`config.mk`:
```
export PLATFORM = sky130hd
export DESIGN_NAME = product_accumulator_flat
export DESIGN_NICKNAME = d
export VERILOG_FILES = /design/src/rtl/product_accumulator_pkg.sv /design/src/rtl/product_accumulator_if.sv /design/src/rtl/product_accumulator_sat_adder.sv /design/src/rtl/product_accumulator.sv /design/src/flat_wrapper.sv
export SDC_FILE = /design/constraint.sdc
export NUM_CORES = 1
export LEC_CHECK = 0
export BUFFER_PORTS_ARGS = -buffer_cell sky130_fd_sc_hd__buf_4
export CAP_MARGIN = 25
export CORE_MARGIN = 10
export CORE_UTILIZATION = 51
export DETAILED_ROUTE_END_ITERATION = 12
export GPL_ROUTABILITY_DRIVEN = 0
export PLACE_DENSITY_LB_ADDON = 0.2
export SLEW_MARGIN = 20
export SYNTH_ARGS = -nofsm -noshare
export SYNTH_HDL_FRONTEND = slang
export SYNTH_SLANG_ARGS = --single-unit
```
`constraint.sdc`:
```
create_clock -name clk -period 2.3 [get_ports clk]
set_clock_uncertainty 0.05 [all_clocks]
set_input_delay 0.115 -clock clk [delete_from_list [all_inputs] [get_ports clk]]
set_output_delay 0.115 -clock clk [all_outputs]
set_load 0.01 [all_outputs]
```
`src/rtl/product_accumulator_pkg.sv`:
```
// Shared definitions for the product accumulator slice.
//   - FSM state encoding (ST_ACCUM, ST_HOLD)
//   - default datapath widths used by the interface
//   - the saturating-add width rule: one guard bit above the accumulator
package product_accumulator_pkg;

  localparam logic [0:0] ST_ACCUM = 1'b0;
  localparam logic [0:0] ST_HOLD  = 1'b1;

  localparam int PROD_W_DEF = 8;
  localparam int ACC_W_DEF  = 12;

  // Width of the intermediate sum: the extra top bit flags saturation.
  function automatic int sat_sum_w(input int acc_w);
    return acc_w + 1;
  endfunction

endpackage

```
`src/rtl/product_accumulator_if.sv`:
```
// Handshake bundle between the multiplier side, the accumulator and the consumer.
//   in_valid/in_ready/in_product : product stream into the accumulator
//   clear                        : synchronous abort of the current group
//   out_valid/out_ready          : result handshake
//   out_sum/out_overflow         : accumulated (saturated) result and its flag
// modport slave  : the accumulator itself
// modport master : the environment around it (upstream + consumer)
interface product_accumulator_if
  import product_accumulator_pkg::*;
#(
  parameter int PROD_W = PROD_W_DEF,
  parameter int ACC_W  = ACC_W_DEF
);

  logic              in_valid;
  logic              in_ready;
  logic [PROD_W-1:0] in_product;
  logic              clear;
  logic              out_valid;
  logic              out_ready;
  logic [ACC_W-1:0]  out_sum;
  logic              out_overflow;

  modport slave (
    input  in_valid, in_product, clear, out_ready,
    output in_ready, out_valid, out_sum, out_overflow
  );

  modport master (
    output in_valid, in_product, clear, out_ready,
    input  in_ready, out_valid, out_sum, out_overflow
  );

endinterface

```
`src/rtl/product_accumulator_sat_adder.sv`:
```
// Combinational saturating adder: acc + zero-extended addend.
//   acc    : current accumulator value (ACC_W bits)
//   addend : unsigned product (PROD_W bits, PROD_W <= ACC_W)
//   sum    : acc + addend, clamped to all-ones on overflow
//   ovf    : 1 when the clamp was applied
module product_accumulator_sat_adder
  import product_accumulator_pkg::*;
#(
  parameter int ACC_W  = 12,
  parameter int PROD_W = 8
) (
  input  logic [ACC_W-1:0]  acc,
  input  logic [PROD_W-1:0] addend,
  output logic [ACC_W-1:0]  sum,
  output logic              ovf
);

  localparam int SUM_W = sat_sum_w(ACC_W);

  logic [SUM_W-1:0] wide;

  // Clamp a guard-bit-extended sum back to ACC_W bits.
  function automatic logic [ACC_W-1:0] saturate(input logic [SUM_W-1:0] w);
    return w[ACC_W] ? {ACC_W{1'b1}} : w[ACC_W-1:0];
  endfunction

  always_comb begin
    wide = SUM_W'(acc) + SUM_W'(addend);
    sum  = saturate(wide);
    ovf  = wide[ACC_W];
  end

endmodule

```
`src/rtl/product_accumulator.sv`:
```
// Sums COUNT consecutive unsigned products into one saturated result.
//   clk, rst : clock and asynchronous active-high reset
//   bus      : product_accumulator_if.slave (input stream, clear, result handshake)
// ACCUM accepts products; the COUNT-th accept moves to HOLD, where the result
// is presented until out_ready. clear aborts the group from either state.
module product_accumulator
  import product_accumulator_pkg::*;
#(
  parameter int PROD_W = 8,
  parameter int ACC_W  = 12,
  parameter int COUNT  = 4
) (
  input  logic                  clk,
  input  logic                  rst,
  product_accumulator_if.slave  bus
);

  localparam int              CNT_W = $clog2(COUNT + 1);
  localparam logic [CNT_W-1:0] LAST = CNT_W'(COUNT - 1);

  logic [0:0]       state_q, state_d;
  logic [ACC_W-1:0] acc_q, acc_d;
  logic [CNT_W-1:0] cnt_q, cnt_d;
  logic             ovf_q, ovf_d;

  logic [ACC_W-1:0] add_sum;
  logic             add_ovf;
  logic             accept;
  logic             in_accum;

  product_accumulator_sat_adder #(
    .ACC_W  (ACC_W),
    .PROD_W (PROD_W)
  ) u_sat_adder (
    .acc    (acc_q),
    .addend (bus.in_product),
    .sum    (add_sum),
    .ovf    (add_ovf)
  );

  assign in_accum = (state_q == ST_ACCUM);
  assign accept   = bus.in_valid && in_accum;

  always_comb begin
    state_d = state_q;
    acc_d   = acc_q;
    cnt_d   = cnt_q;
    ovf_d   = ovf_q;
    if (bus.clear) begin
      // Any product offered alongside clear is handshaken but discarded.
      state_d = ST_ACCUM;
      acc_d   = '0;
      cnt_d   = '0;
      ovf_d   = 1'b0;
    end else if (in_accum) begin
      if (accept) begin
        acc_d = add_sum;
        ovf_d = ovf_q | add_ovf;
        if (cnt_q == LAST) begin
          cnt_d   = '0;
          state_d = ST_HOLD;
        end else begin
          cnt_d = cnt_q + CNT_W'(1);
        end
      end
    end else begin
      if (bus.out_ready) begin
        acc_d   = '0;
        ovf_d   = 1'b0;
        state_d = ST_ACCUM;
      end
    end
  end

  always_ff @(posedge clk or posedge rst) begin
    if (rst) begin
      state_q <= ST_ACCUM;
      acc_q   <= '0;
      cnt_q   <= '0;
      ovf_q   <= 1'b0;
    end else begin
      state_q <= state_d;
      acc_q   <= acc_d;
      cnt_q   <= cnt_d;
      ovf_q   <= ovf_d;
    end
  end

  // Result is only exposed in HOLD; the running partial sum stays hidden.
  assign bus.in_ready     = in_accum;
  assign bus.out_valid    = ~in_accum;
  assign bus.out_sum      = in_accum ? '0 : acc_q;
  assign bus.out_overflow = ~in_accum & ovf_q;

endmodule

```
`src/flat_wrapper.sv`:
```
// flat-port wrapper written by rule: the top's interface ports become plain ports
module product_accumulator_flat import product_accumulator_pkg::*;
#(
  parameter int PROD_W = 8,
  parameter int ACC_W  = 12,
  parameter int COUNT  = 4
)
  (clk, rst, bus_in_valid, bus_in_product, bus_clear, bus_out_ready, bus_in_ready, bus_out_valid, bus_out_sum, bus_out_overflow);
  product_accumulator_if #(.PROD_W(PROD_W), .ACC_W(ACC_W)) bus_i ();
  input  logic clk;
  input  logic rst;
  input wire logic [$bits(bus_i.in_valid)-1:0] bus_in_valid;
  input wire logic [$bits(bus_i.in_product)-1:0] bus_in_product;
  input wire logic [$bits(bus_i.clear)-1:0] bus_clear;
  input wire logic [$bits(bus_i.out_ready)-1:0] bus_out_ready;
  output wire logic [$bits(bus_i.in_ready)-1:0] bus_in_ready;
  output wire logic [$bits(bus_i.out_valid)-1:0] bus_out_valid;
  output wire logic [$bits(bus_i.out_sum)-1:0] bus_out_sum;
  output wire logic [$bits(bus_i.out_overflow)-1:0] bus_out_overflow;
  assign bus_i.in_valid = bus_in_valid;
  assign bus_i.in_product = bus_in_product;
  assign bus_i.clear = bus_clear;
  assign bus_i.out_ready = bus_out_ready;
  assign bus_in_ready = bus_i.in_ready;
  assign bus_out_valid = bus_i.out_valid;
  assign bus_out_sum = bus_i.out_sum;
  assign bus_out_overflow = bus_i.out_overflow;
  product_accumulator #(.PROD_W(PROD_W), .ACC_W(ACC_W), .COUNT(COUNT)) u_core (.clk(clk), .rst(rst), .bus(bus_i));
endmodule
```
==> results of run 1 <==
## sequential cells by signal, indices dropped and copies added (netlist names)
register and cells:
u_core.cnt_q 3, u_core.bus.out_valid 1, u_core.acc_q 12, u_core.ovf_q 1
## layout make-up
cell class	count	area, um^2	area share, %
clock buffers	3	22.5	1.52
multi-input cells	113	741	49.9
inverters	3	11.3	0.758
clock inverters	1	5.00	0.337
well taps	28	35.0	2.36
repair buffers	32	245	16.5
flip-flops and latches	17	425	28.6
## cell usage in the layout (no fill, tap or decap)
cell type and instances:
sky130_fd_sc_hd__inv_1 3, sky130_fd_sc_hd__o21ai_1 1, sky130_fd_sc_hd__mux2i_1 1, sky130_fd_sc_hd__nand3_1 3, sky130_fd_sc_hd__o21bai_1 1, sky130_fd_sc_hd__nor2b_1 2
sky130_fd_sc_hd__nand2_1 21, sky130_fd_sc_hd__o211ai_1 4, sky130_fd_sc_hd__a31oi_1 3, sky130_fd_sc_hd__a211oi_2 1, sky130_fd_sc_hd__a21oi_1 8, sky130_fd_sc_hd__ha_1 9
sky130_fd_sc_hd__nor3_1 3, sky130_fd_sc_hd__dlygate4sd3_1 2, sky130_fd_sc_hd__nand4_1 2, sky130_fd_sc_hd__clkinv_2 1, sky130_fd_sc_hd__a22oi_1 1, sky130_fd_sc_hd__and2_1 13
sky130_fd_sc_hd__a21o_1 4, sky130_fd_sc_hd__nor4_1 1, sky130_fd_sc_hd__o31a_1 1, sky130_fd_sc_hd__fa_2 1, sky130_fd_sc_hd__nor2_1 7, sky130_fd_sc_hd__o22a_1 1
sky130_fd_sc_hd__a211oi_1 3, sky130_fd_sc_hd__xnor2_1 2, sky130_fd_sc_hd__or2_4 1, sky130_fd_sc_hd__xor2_1 3, sky130_fd_sc_hd__o21ba_2 1, sky130_fd_sc_hd__nand2b_1 4
sky130_fd_sc_hd__or4_1 1, sky130_fd_sc_hd__nor3b_1 1, sky130_fd_sc_hd__a2bb2oi_1 1, sky130_fd_sc_hd__clkbuf_4 3, sky130_fd_sc_hd__o2bb2a_1 1, sky130_fd_sc_hd__buf_4 30
sky130_fd_sc_hd__dfrtp_1 17, sky130_fd_sc_hd__o21ai_0 7
## through the flow
step / cells / setup slack [ns] / util [%] / area, um^2
floorplan: 136 / 0.232 / - / 1190
global placement: 191 / 0.179 / 64.9 / 1440
detailed placement: 191 / 0.0993 / 64.9 / 1440
CTS: 197 / 0.0724 / 67.0 / 1480
global route: 197 / 0.0353 / 67.1 / 1490
finish: 197 / 0.128 / 67.1 / 1490
## per-layer routing
metal | vias to the layer above | GRT usage [%]
met1 | 567 | 17.1
met5 | - | 0
met2 | 57 | 25.0
met3 | 6 | 6.36
met4 | 0 | 3.77
li1 | 552 | -
## final timing paths
check                                start                    to  slack, ns  depth (start not counted)
min                          bus_out_ready  u_core.bus.out_valid       0.08                          3
max in group asynchronous              rst      u_core.acc_q[10]       1.34                          3
max                        u_core.acc_q[0]      u_core.acc_q[11]       0.13                          7
max reg2reg                u_core.acc_q[0]      u_core.acc_q[11]       0.13                          7
min in group asynchronous              rst       u_core.acc_q[9]       0.42                          3
min reg2reg                u_core.acc_q[3]       u_core.acc_q[3]       0.46                          2
## cells in the mapped netlist, drive strengths merged
master	count	area (um^2)
nand2	21	78.8
dfrtp	17	425
and2	13	81.3
ha	9	113
a21oi	8	40.0
o21ai	8	40.0
nor2	7	26.3
a211oi	4	35.0
a21o	4	30.0
nand2b	4	25.0
o211ai	4	30.0
a31oi	3	18.8
inv	3	11.3
nand3	3	15.0
nor3	3	15.0
xor2	3	26.3
clkbuf	2	7.51
nand4	2	12.5
nor2b	2	12.5
xnor2	2	17.5
a22oi	1	7.51
a2bb2oi	1	8.76
buf	1	5.00
fa	1	20.0
mux2i	1	10.0
nor3b	1	7.51
nor4	1	6.26
o21ba	1	10.0
o21bai	1	7.51
o22a	1	8.76
o2bb2a	1	10.0
o31a	1	8.76
or2	1	8.76
or4	1	7.51
## timing repair
| action | 4_1_cts | 5_1_grt |
|---|---|---|
| setup endpoints to repair | 0 | 1 |
| setup buffers | 0 | 0 |
| hold buffers | 2 | 0 |
| endpoints found under the hold margin | 21 | 0 |
| resized for setup | 0 | 1 |
## where the power goes
group | switching [mW] | total (mW) | internal, mW
Sequential | 0.0176 | 0.338 | 0.320
Combinational | 0.128 | 0.230 | 0.102
Clock | 0.105 | 0.170 | 0.0649
## logic make-up (layout without fill, tap and decap cells)
group	count (synthesis)	count (layout)
simple gates	59	59
mux	1	1
fa+ha+maj	10	10
xor+xnor	5	5
flops	17	17
compound gates	38	38
buf+inv	6	39
## tightest hold or removal path: cells and delay by family
family,cells,cell delay (ns)
compound gates,1,0.15
buf+inv,1,0.08
simple gates,1,0.05
==> out/qor.log, run 1 <==
INFO  synth          ys_ff_latch=17
INFO  setup_path     timing.critical_path.buf_inv=0
INFO  global_routing number_of_global_route_vias_before_repair=1162
INFO  clock_tree     cts_buffer_depth=2
INFO  floorplan      standard_cell_core_area=2210um^2
INFO  routing        met3_length=321um
INFO  setup_path     cpPeakStageDelay=0.41ns
INFO  synth          synth-simple-area-share=25.0%
INFO  pwr            total_leakage_power=0.757nW
INFO  synth          yosys-mux-area-fraction=0.843%
INFO  routing        post_drt_via_cell_ratio=6.00
INFO  routing        met2_routed_length=1590um
INFO  synth          syn_inst=136
INFO  floorplan      die_h=68.3um
INFO  clock_tree     cts_tree=built
INFO  synth          post_synth_xor_area_fraction=3.69%
INFO  routing        m1WireLength=1300um
INFO  global_routing antenna_found_initial=0
INFO  setup_path     criticalPathCategory=reg -> reg
INFO  synth          ys_warn_count=0
INFO  timing         clock_period_minus_worst_slack=2.17ns
INFO  clock_tree     cts.clk_slew.worst_paths=0.10ns
INFO  synth          synth_sequential_area_ratio=35.8%
INFO  routing        drt_pre_antenna_iters=5
INFO  floorplan      die_area=4660um^2
INFO  global_routing grt_max_degree=18
INFO  routing        detail-route-antenna-nets=0
INFO  routing        maxUsedRoutingLayer=met4
INFO  timing         fin_tns_setup=0ns
INFO  placement      port_buffers=27
INFO  job            timing.max_cap.violations=0
INFO  synth          synth_fp_nets=159
INFO  final_layout   antennaDiodeCount=0
INFO  synth          synth_area=1190um^2
INFO  global_routing grt_remaining_overflow=0
INFO  routing        routed-via-count=1182
INFO  floorplan      top_level_ports=28
INFO  clock_tree     cts_inserted_buffers=3
INFO  final_layout   post_route_cells_drive_above_1_share=22.5%
INFO  final_layout   finalNetCount=193
INFO  floorplan      die_width=68.3um
INFO  synth          synth_cell_type_count=36
INFO  outcome        outcome=finished clean
INFO  synth          syn_area_per_cell=8.73um^2
INFO  global_routing grt_use_total=14.9%
INFO  clock_tree     insertion_delay=0.30ns
INFO  setup_path     required_time_of_the_critical_path=2.45ns
INFO  timing         final_hold_slack=0.0760ns
INFO  pwr            worst_voltage_drop_across_the_vdd_grid=385uV
INFO  setup_path     ordered_list_of_cells_on_the_worst_path=ha_1 > fa_2 > nand3_1 > a211oi_1 > or2_4 > o31a_1 > o22a_1
INFO  floorplan      placement_rows=17
INFO  routing        post_drt_wl_per_cell=16.5um
INFO  final_layout   syn2layout_area_growth=25.1%
INFO  clock_tree     ctsRootBufferMaster=sky130_fd_sc_hd__clkbuf_4
INFO  clock_tree     number_of_h_tree_branching_levels=1
INFO  setup_path     critical_path_arrival=2.32ns
INFO  timing         worstMarginPinSlew=0.689ns
INFO  synth          synthesized_area_fraction_occupied_by_ao_oa_aoi_and_oai_cells=21.5%
INFO  setup_path     cp-end-kind=register
INFO  routing        drt_first_iter_violations=69
INFO  timing         timing.final.setup_violations=0
INFO  timing         grt_setup_unrepaired=no
INFO  synth          synth_adder_area_share=11.2%
INFO  placement      detailed_place_hpwl=2380um
INFO  routing        drc=0
INFO  floorplan      initial_core_util=53.7%
INFO  pwr            pwrdens=497nW/um^2
INFO  routing        total_length_of_routed_wires=3260um
INFO  setup_path     startpoint_type=register
INFO  clock_tree     cts.sink_count=17
INFO  timing         fmax=460MHz
INFO  setup_path     worstPathMaxFanout=5
INFO  timing         maxSlewHeadroom=54.0%
INFO  timing         timing.final.hold_violations=0
INFO  pwr            power.total=0.738mW
INFO  synth          synth_top_family_by_area=simple AND/OR/NAND/NOR gates
INFO  global_routing grt_pass1_wl=5420um
INFO  timing         slew_viol_final=0
INFO  setup_path     critical_path.slowest_cell=sky130_fd_sc_hd__dfrtp_1
INFO  worst_hold_path min-delay-path-class=in -> reg
INFO  final_layout   layout_filler_cell_count=204
INFO  setup_path     critical-path-top-delay-family=adder cells
INFO  timing         final_cycle_utilization_of_the_critical_path=94.4%
(Power assumes the default switching activity.)
==> run 2: changes to the inputs <==
--- a/config.mk
+++ b/config.mk
@@ -8,7 +8,7 @@
 export BUFFER_PORTS_ARGS = -buffer_cell sky130_fd_sc_hd__buf_4
 export CAP_MARGIN = 25
 export CORE_MARGIN = 10
-export CORE_UTILIZATION = 51
+export CORE_UTILIZATION = 45
 export DETAILED_ROUTE_END_ITERATION = 12
 export GPL_ROUTABILITY_DRIVEN = 0
 export PLACE_DENSITY_LB_ADDON = 0.2
==> out/qor.log, run 2 (synthesis gave the netlist of run 1 again) <==
INFO  final_layout   layoutNonFillerInstCount=199
INFO  final_layout   final_cell_mix=sky130_fd_sc_hd__buf_4 (30), sky130_fd_sc_hd__nand2_1 (21), sky130_fd_sc_hd__dfrtp_1 (17)
INFO  timing         maxSlewHeadroom=53.8%
INFO  timing         timing.final.setup_violations=0
INFO  timing         timing.final.hold_violations=0
INFO  final_layout   largest_registers=u_core.acc_q: 12 flops, u_core.cnt_q: 3 flops
INFO  final_layout   commonest_non_fill_non_tap_cell_in_the_layout=sky130_fd_sc_hd__buf_4
INFO  clock_tree     cts_inserted_buffers=3
INFO  worst_hold_path hold_path.startpoint=bus_out_ready
INFO  placement      detailed_place_hpwl=2250um
INFO  final_layout   largest_register_ffs=12
INFO  global_routing grt_pass1_wl=5120um
INFO  pwr            power.total=0.723mW
INFO  floorplan      die_h=71.4um
INFO  setup_path     reg2reg_to=u_core.acc_q[11]
INFO  timing         worstMarginPinSlew=0.692ns
INFO  timing         clock_period_minus_worst_slack=2.18ns
INFO  global_routing antenna_found_initial=0
INFO  floorplan      die_width=71.4um
INFO  timing         fin_tns_setup=0ns
INFO  routing        drt_pre_antenna_iters=4
INFO  setup_path     worst-r2r-setup-slack=0.12ns
INFO  floorplan      top_level_ports=28
INFO  floorplan      placement_rows=18
INFO  setup_path     startpoint_type=register
INFO  clock_tree     cts.clk_slew.worst_paths=0.11ns
INFO  worst_hold_path worstHoldPathCells=3
INFO  setup_path     cpPeakStageDelay=0.42ns
INFO  timing         final_cycle_utilization_of_the_critical_path=94.7%
INFO  setup_path     cp-end-kind=register
INFO  floorplan      standard_cell_core_area=2500um^2
INFO  worst_hold_path whs_endpoint=u_core.bus.out_valid
INFO  pwr            worst_voltage_drop_across_the_vdd_grid=382uV
INFO  floorplan      initial_core_util=47.5%
INFO  routing        post_drt_via_cell_ratio=5.48
INFO  pwr            total_leakage_power=0.759nW
INFO  setup_path     timing.critical_path.buf_inv=0
INFO  worst_hold_path min-delay-path-class=in -> reg
INFO  placement      pre_cts_worst_setup_slack=0.143ns
INFO  timing         setup_ws=0.122ns
INFO  clock_tree     number_of_h_tree_branching_levels=1
INFO  placement      placed_area=1440um^2
INFO  clock_tree     cts_tree=built
INFO  placement      port_buffers=27
INFO  global_routing grt_remaining_overflow=0
INFO  setup_path     r2r_cells=7
INFO  placement      placed_cells=193
INFO  job            timing.max_cap.violations=0
INFO  timing         fmax=459MHz
INFO  clock_tree     ctsRootBufferMaster=sky130_fd_sc_hd__clkbuf_4
INFO  global_routing number_of_global_route_vias_before_repair=1150
INFO  pwr            pwrdens=487nW/um^2
INFO  final_layout   syn2layout_area_growth=25.1%
INFO  routing        post_drt_wl_per_cell=15.0um
INFO  routing        drt_first_iter_violations=56
INFO  final_layout   fin_area=1490um^2
INFO  outcome        outcome=finished clean
INFO  routing        detail-route-antenna-nets=0
INFO  final_layout   post_route_cells_drive_above_1_share=21.9%
INFO  clock_tree     insertion_delay=0.30ns
INFO  timing         grt_setup_unrepaired=no
INFO  setup_path     critical_path.slowest_cell=sky130_fd_sc_hd__fa_1
INFO  timing         slew_viol_final=0
INFO  clock_tree     cts.sink_count=17
INFO  routing        routed-via-count=1090
INFO  global_routing grt_use_total=12.2%
INFO  setup_path     ordered_list_of_cells_on_the_worst_path=ha_1 > fa_1 > nand3_1 > a211oi_1 > or2_4 > o31a_1 > o22a_1
INFO  final_layout   antennaDiodeCount=0
INFO  final_layout   finalNetCount=193
INFO  setup_path     worstPathMaxFanout=5
INFO  setup_path     criticalPathCategory=reg -> reg
INFO  clock_tree     cts_buffer_depth=2
INFO  setup_path     required_time_of_the_critical_path=2.45ns
INFO  setup_path     critical-path-top-delay-family=adder cells
INFO  routing        drc=0
INFO  final_layout   final_util=59.4%
INFO  routing        total_length_of_routed_wires=2990um
INFO  setup_path     reg2reg_from=u_core.acc_q[0]
INFO  global_routing grt_max_degree=18
INFO  final_layout   registers.top_by_ff_count=u_core.acc_q
INFO  timing         final_hold_slack=0.0685ns
INFO  setup_path     critical_path_arrival=2.33ns
INFO  floorplan      die_area=5090um^2
## run 2: cell types whose count changed in the layout (fill, tap and decap cells not counted)
cell | previous run | this run
sky130_fd_sc_hd__fa_1 | 0 | 1
sky130_fd_sc_hd__fa_2 | 1 | 0
## run 2: metal layers
metal	share of wire (%)	track usage [%]
met5	0	0
met4	0.43	4.52
met3	5.6	3.44
met2	49	19.9
met1	45	14.7
## run 2: repair_timing
item	CTS	global route
resized for setup	0	0
endpoints found under the hold margin	21	0
setup buffers	0	0
hold buffers	2	0
## run 2: worst register-to-register path, delay by kind of cell (launching register included)
kind                       cells  cell delay (ns)
AOI/OAI and AO/OA              3             0.58
adders and majority gates      2             0.64
DFF                            1             0.41
and+or+nand+nor                2             0.40
## run 2: power breakdown
group	switching, mW	internal (mW)
Clock	0.104	0.0648
Sequential	0.0181	0.320
Combinational	0.116	0.100
## run 2: cell type report
type                       instances  area [um^2]
inverter                           3         11.3
multi-input combinational        113          738
clock buffer                       3         22.5
fill                             231         1010
clock inverter                     1         5.00
tap                               30         37.5
timing repair buffer              32          245
sequential                        17          425
## run 2: how the worst max path moves through the flow
stage / startpoint / end / cells past startpoint
floorplan: u_core.acc_q[0] / u_core.acc_q[11] / 7
detailed placement: u_core.acc_q[0] / u_core.acc_q[11] / 7
CTS: u_core.acc_q[0] / u_core.acc_q[11] / 7
global placement: u_core.acc_q[0] / u_core.acc_q[11] / 7
finish: u_core.acc_q[0] / u_core.acc_q[11] / 7
global route: u_core.acc_q[0] / u_core.acc_q[11] / 7
==> run 3: changes to the inputs <==
--- a/config.mk
+++ b/config.mk
@@ -11,6 +11,7 @@
 export CORE_UTILIZATION = 45
 export DETAILED_ROUTE_END_ITERATION = 12
 export GPL_ROUTABILITY_DRIVEN = 0
+export HOLD_SLACK_MARGIN = 0.12
 export PLACE_DENSITY_LB_ADDON = 0.2
 export SLEW_MARGIN = 20
 export SYNTH_ARGS = -nofsm -noshare
==> out/qor.log, run 3 (synthesis gave the netlist of run 1 again) <==
INFO  timing         slew_viol_final=0
INFO  floorplan      die_area=5090um^2
INFO  setup_path     worstPathMaxFanout=5
INFO  setup_path     required_time_of_the_critical_path=2.45ns
INFO  placement      port_buffers=27
INFO  routing        post_drt_via_cell_ratio=5.50
INFO  timing         fmax=453MHz
INFO  clock_tree     cts_inserted_buffers=3
INFO  final_layout   finalNetCount=196
INFO  routing        drt_first_iter_violations=56
INFO  clock_tree     cts_buffer_depth=2
INFO  clock_tree     cts_tree=built
INFO  final_layout   largest_register_ffs=12
INFO  floorplan      placement_rows=18
INFO  timing         timing.final.hold_violations=0
INFO  global_routing grt_pass1_wl=5280um
INFO  timing         final_cycle_utilization_of_the_critical_path=95.9%
INFO  pwr            power.switching=0.241mW
INFO  final_layout   layoutNonFillerInstCount=202
INFO  pwr            sequentialPowerShare=46.4%
INFO  setup_path     critical_path_arrival=2.36ns
INFO  pwr            internal_power=0.489mW
INFO  floorplan      initial_core_util=47.5%
INFO  worst_hold_path hold_path.startpoint=bus_in_valid
INFO  setup_path     reg2reg_from=u_core.acc_q[0]
INFO  setup_path     criticalPathCategory=in -> reg
INFO  placement      placed_cells=193
INFO  setup_path     startpoint_type=input pin
INFO  routing        drc=0
INFO  final_layout   fin_area=1520um^2
INFO  pwr            comb_power_share=30.3%
INFO  pwr            total_leakage_power=0.772nW
INFO  pwr            worst_voltage_drop_across_the_vdd_grid=383uV
INFO  global_routing grt_use_total=12.5%
INFO  timing         clock_period_minus_worst_slack=2.21ns
INFO  clock_tree     ctsRootBufferMaster=sky130_fd_sc_hd__clkbuf_4
INFO  pwr            power_switching_share=33.0%
INFO  final_layout   registers.top_by_ff_count=u_core.acc_q
INFO  global_routing antenna_found_initial=0
INFO  floorplan      standard_cell_core_area=2500um^2
INFO  clock_tree     number_of_h_tree_branching_levels=1
INFO  timing         maxSlewHeadroom=54.0%
INFO  timing         fin_tns_setup=0ns
INFO  floorplan      die_h=71.4um
INFO  pwr            pwrdens=481nW/um^2
INFO  placement      detailed_place_hpwl=2250um
INFO  routing        total_length_of_routed_wires=3080um
INFO  global_routing grt_max_degree=18
INFO  clock_tree     cts.sink_count=17
INFO  pwr            pwr-share-clk=23.3%
INFO  routing        drt_pre_antenna_iters=4
INFO  routing        post_drt_wl_per_cell=15.3um
INFO  final_layout   largest_registers=u_core.acc_q: 12 flops, u_core.cnt_q: 3 flops
INFO  clock_tree     cts.clk_slew.worst_paths=0.11ns
INFO  timing         final_hold_slack=0.201ns
INFO  final_layout   syn2layout_area_growth=27.8%
INFO  floorplan      die_width=71.4um
INFO  job            timing.max_cap.violations=0
INFO  routing        routed-via-count=1112
INFO  floorplan      top_level_ports=28
INFO  routing        detail-route-antenna-nets=0
INFO  outcome        outcome=finished clean
INFO  timing         grt_setup_unrepaired=no
INFO  global_routing grt_remaining_overflow=0
INFO  final_layout   final_util=60.7%
INFO  final_layout   post_route_cells_drive_above_1_share=22.1%
INFO  setup_path     cp-end-kind=register
INFO  timing         worstMarginPinSlew=0.690ns
INFO  global_routing number_of_global_route_vias_before_repair=1163
INFO  worst_hold_path min-delay-path-class=in -> reg
INFO  final_layout   antennaDiodeCount=0
INFO  final_layout   final_cell_mix=sky130_fd_sc_hd__buf_4 (30), sky130_fd_sc_hd__nand2_1 (21), sky130_fd_sc_hd__dfrtp_1 (17)
INFO  clock_tree     insertion_delay=0.30ns
INFO  final_layout   layout_filler_cell_count=225
INFO  final_layout   commonest_non_fill_non_tap_cell_in_the_layout=sky130_fd_sc_hd__buf_4
INFO  placement      placed_area=1440um^2
INFO  setup_path     critical_path.startpoint=bus_in_product[0]
INFO  timing         timing.final.setup_violations=0
run 3: timing repair:
item / 4_1_cts / 5_1_grt
setup buffers: 0 / 0
hold buffers: 5 / 0
gates resized for setup: 0 / 1
endpoints found under the setup margin: 0 / 1
endpoints found under the hold margin: 23 / 0
run 3: worst paths after layout:
check,cells past startpoint,slack (ns),end
hold / removal,4,0.20,u_core.cnt_q[0]
hold reg to reg,2,0.46,u_core.acc_q[3]
max in group asynchronous,3,1.33,u_core.acc_q[5]
setup / recovery,9,0.09,u_core.acc_q[11]
setup reg to reg,7,0.18,u_core.acc_q[11]
min in group asynchronous,3,0.43,u_core.cnt_q[0]
run 3: routing by layer:
layer  vias to the layer above  global-route usage, %  wire length (um)
met2                        32                   20.9              1510
met4                         0                   4.52                39
li1                        558                      -                 -
met5                         -                      0                 0
met1                       518                   14.9              1320
met3                         4                   3.72               213
run 3: area by class of cell:
type / instances / area, um^2 / share of cell area, %
Multi-Input combinational cell: 113 / 741 / 48.8
Sequential cell: 17 / 425 / 28.0
Timing Repair Buffer: 35 / 275 / 18.1
Tap cell: 30 / 37.5 / 2.47
Clock buffer: 3 / 22.5 / 1.48
Inverter: 3 / 11.3 / 0.742
Clock inverter: 1 / 5.00 / 0.330
run 3: power groups by stage:
stage | sequential (mW) | combinational (mW) | clock (mW)
floorplan | 0.339 | 0.161 | 0
global placement | 0.342 | 0.208 | 0
detailed placement | 0.344 | 0.214 | 0
CTS | 0.338 | 0.222 | 0.176
global route | 0.343 | 0.255 | 0.191
finish | 0.339 | 0.221 | 0.170
run 3: stage by stage:
step | setup slack, ns | total power [mW]
after global placement | 0.174 | 0.550
after floorplan | 0.232 | 0.500
final | 0.0937 | 0.730
after detailed placement | 0.143 | 0.558
after CTS | 0.0596 | 0.736
after global routing | 0.0398 | 0.789
run 3: worst max-delay path: stages:
cell,delay [ns]
sky130_fd_sc_hd__dlygate4sd3_1,0.55
sky130_fd_sc_hd__buf_4,0.13
sky130_fd_sc_hd__ha_1,0.22
sky130_fd_sc_hd__fa_2,0.37
sky130_fd_sc_hd__nand3_1,0.12
sky130_fd_sc_hd__a211oi_1,0.10
sky130_fd_sc_hd__or2_4,0.27
sky130_fd_sc_hd__o31a_1,0.30
sky130_fd_sc_hd__o22a_1,0.19
